### src/rtl/uart_rx_fifo.sv
// 8N1 oversampling UART receiver with a small first-word-fall-through receive FIFO.
// A 16x baud tick drives the frame FSM; accepted bytes are offered through a read strobe.
module uart_rx_fifo #(
    parameter int DBITS      = 8,
    parameter int SB_TICK    = 16,
    parameter int CLOCK_RATE = 100000000,
    parameter int BAUD_RATE  = 9600,
    parameter int FIFO_DEPTH = 4
) (
    input  logic                          PCLK,
    input  logic                          PRESET,
    input  logic                          rx,
    input  logic                          PREAD,
    input  logic                          clr_err,
    output logic [DBITS-1:0]              rx_dout,
    output logic                          rx_valid,
    output logic                          rx_done,
    output logic                          frame_err,
    output logic                          overrun,
    output logic [$clog2(FIFO_DEPTH):0]   fifo_count
);

    localparam int DIV  = CLOCK_RATE / (BAUD_RATE * 16);
    localparam int DIVW = (DIV > 1) ? $clog2(DIV) : 1;
    localparam int SW   = (SB_TICK > 16) ? $clog2(SB_TICK) : 4;
    localparam int NW   = (DBITS > 1) ? $clog2(DBITS) : 1;
    localparam int AW   = $clog2(FIFO_DEPTH);
    localparam int CW   = AW + 1;

    localparam logic [DIVW-1:0] DIV_LAST  = DIVW'(DIV - 1);
    localparam logic [SW-1:0]   START_MID = SW'(7);
    localparam logic [SW-1:0]   DATA_LAST = SW'(15);
    localparam logic [SW-1:0]   STOP_LAST = SW'(SB_TICK - 1);
    localparam logic [NW-1:0]   N_LAST    = NW'(DBITS - 1);
    localparam logic [CW-1:0]   DEPTH_C   = CW'(FIFO_DEPTH);

    typedef enum logic [1:0] {
        S_IDLE  = 2'd0,
        S_START = 2'd1,
        S_DATA  = 2'd2,
        S_STOP  = 2'd3
    } state_t;

    logic              sync1_q, sync2_q, prev_q;
    logic              start_edge_s;
    logic [DIVW-1:0]   tick_cnt_q, tick_cnt_d;
    logic              tick_s;
    state_t            state_q, state_d;
    logic [SW-1:0]     s_cnt_q, s_cnt_d;
    logic [NW-1:0]     n_q, n_d;
    logic [DBITS-1:0]  shreg_q, shreg_d;
    logic              push_s, ferr_set_s;
    logic [DBITS-1:0]  mem_q [FIFO_DEPTH];
    logic [AW-1:0]     wptr_q, wptr_d, rptr_q, rptr_d;
    logic [CW-1:0]     count_q, count_d;
    logic              empty_s, full_s, pop_s, wr_s, ovr_set_s;
    logic              done_q, ferr_q, ferr_d, ovr_q, ovr_d;

    // Two-flop synchroniser plus a previous-sample flop for falling-edge detection.
    always_ff @(posedge PCLK or posedge PRESET) begin
        if (PRESET) begin
            sync1_q <= 1'b1;
            sync2_q <= 1'b1;
            prev_q  <= 1'b1;
        end else begin
            sync1_q <= rx;
            sync2_q <= sync1_q;
            prev_q  <= sync2_q;
        end
    end

    assign start_edge_s = (state_q == S_IDLE) && prev_q && !sync2_q;

    // Oversample tick divider, re-phased to the start edge.
    always_comb begin
        tick_s     = (tick_cnt_q == DIV_LAST);
        tick_cnt_d = tick_cnt_q + DIVW'(1);
        if (start_edge_s) begin
            tick_cnt_d = '0;
        end else if (tick_s) begin
            tick_cnt_d = '0;
        end else begin
            tick_cnt_d = tick_cnt_q + DIVW'(1);
        end
    end

    always_ff @(posedge PCLK or posedge PRESET) begin
        if (PRESET) begin
            tick_cnt_q <= '0;
        end else begin
            tick_cnt_q <= tick_cnt_d;
        end
    end

    // Frame FSM: next state, tick/bit counters, shift register and frame result strobes.
    always_comb begin
        state_d    = state_q;
        s_cnt_d    = s_cnt_q;
        n_d        = n_q;
        shreg_d    = shreg_q;
        push_s     = 1'b0;
        ferr_set_s = 1'b0;
        case (state_q)
            S_IDLE: begin
                if (start_edge_s) begin
                    state_d = S_START;
                    s_cnt_d = '0;
                end else begin
                    state_d = S_IDLE;
                end
            end
            S_START: begin
                if (tick_s) begin
                    if (s_cnt_q == START_MID) begin
                        s_cnt_d = '0;
                        if (sync2_q == 1'b0) begin
                            state_d = S_DATA;
                            n_d     = '0;
                        end else begin
                            state_d = S_IDLE;
                        end
                    end else begin
                        s_cnt_d = s_cnt_q + SW'(1);
                    end
                end else begin
                    state_d = S_START;
                end
            end
            S_DATA: begin
                if (tick_s) begin
                    if (s_cnt_q == DATA_LAST) begin
                        s_cnt_d        = '0;
                        shreg_d[n_q]   = sync2_q;
                        if (n_q == N_LAST) begin
                            state_d = S_STOP;
                        end else begin
                            n_d = n_q + NW'(1);
                        end
                    end else begin
                        s_cnt_d = s_cnt_q + SW'(1);
                    end
                end else begin
                    state_d = S_DATA;
                end
            end
            S_STOP: begin
                if (tick_s) begin
                    if (s_cnt_q == STOP_LAST) begin
                        s_cnt_d = '0;
                        state_d = S_IDLE;
                        if (sync2_q) begin
                            push_s = 1'b1;
                        end else begin
                            ferr_set_s = 1'b1;
                        end
                    end else begin
                        s_cnt_d = s_cnt_q + SW'(1);
                    end
                end else begin
                    state_d = S_STOP;
                end
            end
            default: begin
                state_d = S_IDLE;
                s_cnt_d = '0;
                n_d     = '0;
            end
        endcase
    end

    always_ff @(posedge PCLK or posedge PRESET) begin
        if (PRESET) begin
            state_q <= S_IDLE;
            s_cnt_q <= '0;
            n_q     <= '0;
            shreg_q <= '0;
        end else begin
            state_q <= state_d;
            s_cnt_q <= s_cnt_d;
            n_q     <= n_d;
            shreg_q <= shreg_d;
        end
    end

    // A push into a full FIFO still succeeds when a pop frees the head slot in the same cycle.
    always_comb begin
        empty_s   = (count_q == '0);
        full_s    = (count_q == DEPTH_C);
        pop_s     = PREAD && !empty_s;
        wr_s      = push_s && (!full_s || pop_s);
        ovr_set_s = push_s && full_s && !pop_s;
        wptr_d    = wr_s ? (wptr_q + AW'(1)) : wptr_q;
        rptr_d    = pop_s ? (rptr_q + AW'(1)) : rptr_q;
        case ({wr_s, pop_s})
            2'b10:   count_d = count_q + CW'(1);
            2'b01:   count_d = count_q - CW'(1);
            default: count_d = count_q;
        endcase
        if (ferr_set_s) begin
            ferr_d = 1'b1;
        end else if (clr_err) begin
            ferr_d = 1'b0;
        end else begin
            ferr_d = ferr_q;
        end
        if (ovr_set_s) begin
            ovr_d = 1'b1;
        end else if (clr_err) begin
            ovr_d = 1'b0;
        end else begin
            ovr_d = ovr_q;
        end
    end

    always_ff @(posedge PCLK or posedge PRESET) begin
        if (PRESET) begin
            for (int i = 0; i < FIFO_DEPTH; i++) begin
                mem_q[i] <= '0;
            end
            wptr_q  <= '0;
            rptr_q  <= '0;
            count_q <= '0;
            done_q  <= 1'b0;
            ferr_q  <= 1'b0;
            ovr_q   <= 1'b0;
        end else begin
            if (wr_s) begin
                mem_q[wptr_q] <= shreg_q;
            end
            wptr_q  <= wptr_d;
            rptr_q  <= rptr_d;
            count_q <= count_d;
            done_q  <= push_s;
            ferr_q  <= ferr_d;
            ovr_q   <= ovr_d;
        end
    end

    assign rx_dout    = empty_s ? '0 : mem_q[rptr_q];
    assign rx_valid   = !empty_s;
    assign rx_done    = done_q;
    assign frame_err  = ferr_q;
    assign overrun    = ovr_q;
    assign fifo_count = count_q;

    uart_rx_fifo_chk #(
        .DBITS (DBITS),
        .CW    (CW),
        .DEPTH (FIFO_DEPTH)
    ) u_chk (
        .clk_i   (PCLK),
        .rst_i   (PRESET),
        .count_i (count_q),
        .valid_i (rx_valid),
        .dout_i  (rx_dout)
    );

endmodule

// Invariants of the receive FIFO output view.
module uart_rx_fifo_chk #(
    parameter int DBITS = 8,
    parameter int CW    = 3,
    parameter int DEPTH = 4
) (
    input logic             clk_i,
    input logic             rst_i,
    input logic [CW-1:0]    count_i,
    input logic             valid_i,
    input logic [DBITS-1:0] dout_i
);

    a_count_max: assert property (@(posedge clk_i) disable iff (rst_i)
        count_i <= CW'(DEPTH));

    a_valid_count: assert property (@(posedge clk_i) disable iff (rst_i)
        valid_i == (count_i != '0));

    a_empty_zero: assert property (@(posedge clk_i) disable iff (rst_i)
        !valid_i |-> (dout_i == '0));

endmodule

### config.mk
export PLATFORM = sky130hd
export DESIGN_NAME = uart_rx_fifo
export DESIGN_NICKNAME = d
export VERILOG_FILES = /design/src/rtl/uart_rx_fifo.sv
export SDC_FILE = /design/constraint.sdc
export NUM_CORES = 1
export LEC_CHECK = 0
export ABC_CLOCK_PERIOD_IN_PS = 3300
export CORE_UTILIZATION = 23
export CTS_CLUSTER_SIZE = 16
export DETAILED_ROUTE_END_ITERATION = 12
export PLACE_DENSITY = 0.39
export SLEW_MARGIN = 20
export SYNTH_ARGS = -nofsm -noshare
export SYNTH_HDL_FRONTEND = slang
export SYNTH_SLANG_ARGS = --single-unit
### constraint.sdc
create_clock -name PCLK -period 3.3 [get_ports PCLK]
set_clock_uncertainty 0.1 [all_clocks]
set_input_delay 0.66 -clock PCLK [delete_from_list [all_inputs] [get_ports PCLK]]
set_output_delay 0.66 -clock PCLK [all_outputs]
set_load 0.005 [all_outputs]
# ---- After elaboration in Yosys (flattened, before gate mapping)
# Cells that the tools add are included.
dict set report classes {
  addsub 7
  mux 47
  n_reduce_logical 24
  n_bitwise 2
  n_lt_le_gt_ge 5
  eq_ne 22
}
# op n
set op_table {}
lappend op_table {{32-bit bitwise mux} 1}
lappend op_table {{8-bit 2-to-1 mux} 4}
lappend op_table {{10-bit 2-to-1 mux} 2}
lappend op_table {{4-bit 2-to-1 mux} 5}
lappend op_table {{3-bit 2-to-1 mux} 6}
lappend op_table {{8-bit binary-select mux with 2-bit select} 1}
lappend op_table {{8-bit demux with 2-bit select} 1}
lappend op_table {{2-bit 2-to-1 mux} 8}
lappend op_table {{2-bit inequality test, second input constant} 7}
lappend op_table {{1-bit 2-to-1 mux} 13}
lappend op_table {{3-bit inequality test, second input constant} 4}
lappend op_table {{3-bit one-hot mux with 2 select lines} 2}
lappend op_table {{4-bit one-hot mux with 3 select lines} 1}
lappend op_table {{10-bit by 1-bit adder with 10-bit output, second input constant} 1}
lappend op_table {{10-bit equality test, second input constant} 1}
lappend op_table {{8-bit bitwise mux} 1}
lappend op_table {{1-bit logical AND} 8}
lappend op_table {{2-bit one-hot mux with 4 select lines} 1}
lappend op_table {{2-bit nonzero test} 4}
lappend op_table {{7-bit AND reduction} 1}
lappend op_table {{3-bit by 1-bit adder with 3-bit output, second input constant} 2}
lappend op_table {{2-bit equality test, second input constant} 3}
lappend op_table {{3-bit equality test, second input constant} 2}
lappend op_table {{3-bit greater-or-equal comparator, second input constant} 2}
lappend op_table {{19 further kinds} 26}
dict set report totals {
  register_bits 72
  in_bits 5
  out_inout_bits 15
}

# ---- Depth between registers and ports, before layout
dict set report depth {
  word_depth 7
  mapped_depth 12
}

# ---- Worst setup path after synthesis
# OpenSTA, ideal clock, no wires.
dict set report synth_timing {
  path_kind {reg-to-reg}
  startpoint {register tick_cnt_q[2]}
  endpoint {register count_q[2] (netlist: fifo_count[2])}
  period_less_slack_ns 2.492
  setup_ns 0.125
  path_stages_with_launch 12
  path_slack_ns 0.808
  t_arrival_ns 2.267
  path_cell_list {dfrtp_1 -> or4b_1 -> buf_4 -> nor2_1 -> nand2_1 -> or3_1 -> ha_1 -> inv_1 -> fa_1 -> xor2_1 -> nor2_1 -> xor2_1}
}
dict set report synth_via {
  elab_chain_cells 6
  word_cells_on_any_way 8
  cone_classes {eq/ne (3); mux (3); reduce/logical (2)}
}
# element line_no
set synth_rtl {}
lappend synth_rtl {{start: declaration} 46} ;# logic [DIVW-1:0] tick_cnt_q, tick_cnt_d;
lappend synth_rtl {{start signal: assignment} 91} ;# tick_cnt_q <= tick_cnt_d;
lappend synth_rtl {{10-bit equality test (*)} 76} ;# tick_s = (tick_cnt_q == DIV_LAST);
lappend synth_rtl {{1-bit 2-to-1 mux (*)} 147} ;# if (tick_s) begin
lappend synth_rtl {{1-bit 2-to-1 mux (*)} 103} ;# case (state_q)
lappend synth_rtl {{1-bit logical AND (*)} 190} ;# wr_s = push_s && (!full_s || pop_s);
lappend synth_rtl {{2-bit by 1-bit equality test with 1-bit output / 2-bit equality test (equally long branches)} 194} ;# case ({wr_s, pop_s})
lappend synth_rtl {{3-bit one-hot mux with 2 select lines / 2-bit nonzero test (equally long branches)} --}
lappend synth_rtl {{end signal: assignment} 232} ;# count_q <= count_d;
lappend synth_rtl {{end: declaration} 55} ;# logic [CW-1:0] count_q, count_d;
# Mark *: on every way between the ends. The rest lies on a longest branch, timed or not.
# A chain may end at the register's enable or synchronous reset.

# ---- Worst setup path in the final report
dict set report layout_timing {
  startpoint {register rptr_q[0]}
  endpoint {output rx_dout[4]}
}
dict set report layout_via {
  elab_chain_cells 5
}
# element line_no
set layout_rtl {}
lappend layout_rtl {{start: declaration} 54} ;# logic [AW-1:0] wptr_q, wptr_d, rptr_q, rptr_d;
lappend layout_rtl {{start signal: assignment} 231} ;# rptr_q <= rptr_d;
lappend layout_rtl {{2-bit NOT with 3-bit output (implied by the code)} 239} ;# assign rx_dout = empty_s ? '0 : mem_q[rptr_q];
lappend layout_rtl {{8-bit binary-select mux with 2-bit select} 239}
lappend layout_rtl {{8-bit 2-to-1 mux (implied by the code) (2 in series)} 239}
lappend layout_rtl {{8-bit 2-to-1 mux} 239}
lappend layout_rtl {{end: declaration} 15} ;# output logic [DBITS-1:0] rx_dout,
# No other way between the ends. The select of a mux whose other input is x is not followed.

==> results.ini <==
[placement]
gp_congestion = 0.703
place_ws_ns = 0.185
hpwl_um = 5270
numPortBuffers = 19

[drt]
drc = 0
drtIter0Drc = 43
ant_nets = 0
wl_per_cell_um = 15.1
postRouteWirelength_um = 7570
vias = 2248
via_per_inst = 4.47
first_pass_iters = 4

[yosys]
synth_most_common_cell = dfrtp_1
syn_inst = 286
synth_edf_count = 0
yosys_most_used_dff = dfrtp_1
yosysTopAreaCell = dfrtp_1
async_flop_share_pct = 100
syn_area_per_cell_um2 = 12.3
ys_types = 49
ys_seq_area_share_pct = 51.1
synthTopCellsByArea = dfrtp_1 (49%), mux2_2 (12%), mux4_2 (5.1%), ha_1 (3.5%), nor2_1 (2.3%)
ys_seq_elements = 72
synth_warnings = 0
ys_top_cells_by_count = dfrtp_1 (69), mux2_2 (38), nor2_1 (22), inv_1 (14), nand2_1 (13)
synth_top_area_share_pct = 48.9
synth_fp_nets = 302
syn_area_mm2 = 0.00353

[clock_network]
htreeDepth = 3
cts_root_buffer = clkbuf_16
cts_tree = built
cts_inserted_buffers = 9
clock_latency_ns = 0.33
cts.sinks = 72
cts-resized-gates = 0
post_cts_buffers = 0
cts_hold_buf = 0
clk_pin_slew_worst_paths_ns = 0.06
clk_path_buf_depth = 2

[setup_path]
crit_path_max_incr_delay_ns = 0.65
critPathKind = reg2out
critPathCaptureType = output pin
worstPathArrival_ns = 2.15
worstPathBufferInverterCount = 1
startpoint_type = register
cp_slowest_cell = dfrtp_1
worstPathMaxFanout = 8
crit_family = flip-flops
required_ns = 2.54
path_cells = mux4_2, and2_1, clkdlybuf4s50_1

[grt]
antenna_found_initial = 0
grt_pass1_wl_um = 12600
grt_max_degree = 51
grt_remaining_overflow = 0
grtUsageTotal_pct = 10.4
grt_pass1_vias = 2339

[timing]
finalSetupTns_ns = 0
hold_violations = 0
rsz0062_at_grt = no
period_minus_slack_ns = 2.91
slew_headroom_pct = 49.6
final_max_slew_viol_count = 0
maxClockFrequency_mhz = 343
worst_pin_slew_ns = 0.749
period_share_pct = 88.3
finalSetupViolations = 0
setup_ws_ns = 0.386

[floorplanning]
io_pins = 20
core_mm2 = 0.0148
fp.dieH_um = 126
rows = 44
die_x_um = 126
die_area_mm2 = 0.0159
start_util_pct = 23.9

[final_layout]
syn2layout_area_growth_pct = 22.0
fin_nets = 330
diodes = 0
final_layout_size_suffix_gt1_share_pct = 25.7
fillCellCount = 1515
multi_input_area_mm2 = 0.00163
regArea_mm2 = 0.00181

[hold_path]
hold_class = reg2reg

[status]
status = finished clean

[flow_run]
drv_cap = 0

[pwr]
ir_worst_vdd_v = 0.000221
power.density_mw_per_mm2 = 593
p_leak_uw = 0.00189

-- cell families (layout without fill, tap and decap cells) --
logic type / after synthesis / after routing / share of synthesized area [%]
compound gates: 19 / 19 / 4.00
xor+xnor: 15 / 15 / 3.72
fa+ha+maj: 11 / 11 / 4.11
buf+inv: 25 / 58 / 2.76
flops: 72 / 72 / 51.1
mux: 50 / 50 / 18.5
simple gates: 94 / 94 / 15.8
-- report_power, final --
group          internal [uW]  switching (uW)  total (uW)
registers                967             144        1110
clock network            683             368        1050
logic                    215             180         395
total                   1860             692        2560
-- cell usage in the layout (no fill, tap or decap), drive strengths merged, types with 6 or more instances in the layout --
cell type / instances
mux2: 41
nand3: 9
nor2: 22
inv: 15
nand2: 13
ha: 10
clkbuf: 11
clkdlybuf4s50: 19
dfrtp: 69
mux4: 8
xnor2: 9
xor2: 6
buf: 9
and2: 10
-- routing by layer --
| metal | GRT usage [%] | routed length [um] | share of wire [%] |
|---|---|---|---|
| met2 | 15.7 | 3420 | 45 |
| met4 | 4.25 | 106 | 1.4 |
| met3 | 2.93 | 186 | 2.5 |
| met5 | 0 | 0 | 0 |
| met1 | 14.1 | 3860 | 51 |
-- path summary, 6_finish.rpt --
kind,slack (ns),cells past startpoint,end,startpoint
worst max-delay path,0.39,3,rx_dout[4],rptr_q[0]$_DFFE_PP0P_
worst min-delay path,0.26,0,sync2_q$_DFF_PP1_,sync1_q$_DFF_PP1_
worst max register to register,0.54,10,fifo_count[2]$_DFFE_PP0P_,tick_cnt_q[2]$_DFF_PP0_
worst min register to register,0.26,0,sync2_q$_DFF_PP1_,sync1_q$_DFF_PP1_
max in group asynchronous,1.86,3,mem_q[22]$_DFFE_PP0P_,PRESET
min in group asynchronous,0.59,2,state_q[1]$_DFFE_PP0P_,PRESET
-- sequential cells by signal (all words and copies together) (netlist names) --
register,flops
overrun,1
s_cnt_q,4
sync1_q,1
wptr_q,2
prev_q,1
tick_cnt_q,10
sync2_q,1
rptr_q,2
mem_q,32
rx_done,1
frame_err,1
n_q,3
fifo_count,3
shreg_q,8
state_q,2
-- worst reg2reg max path, delay by kind of cell (launching register included) --
| kind | cells | cell delay (ns) |
|---|---|---|
| adder cells (fa/ha/maj) | 2 | 0.38 |
| flip-flops | 1 | 0.44 |
| AND/OR/NAND/NOR | 5 | 1.37 |
| buffers and inverters | 1 | 0.07 |
| XOR/XNOR | 2 | 0.29 |
-- final cells by class --
type / instances / share of cell area (%)
Sequential cell: 72 / 41.9
Timing Repair Buffer: 28 / 6.27
Clock inverter: 5 / 1.83
Clock buffer: 11 / 5.63
Tap cell: 184 / 5.34
Multi-Input combinational cell: 189 / 37.8
Inverter: 14 / 1.22
-- metrics by stage --
step	area, um^2	std cells	utilization (%)	power [uW]	hold WS, ns
after global placement	3990	487	27.0	1530	0.246
after floorplan	3530	286	-	1360	0.245
after CTS	4310	503	29.2	2610	0.257
after detailed placement	3990	487	27.0	1530	0.249
final	4310	503	29.2	2560	0.258
after global routing	4310	503	29.2	2700	0.264
Power figures use the tool's default switching activity.
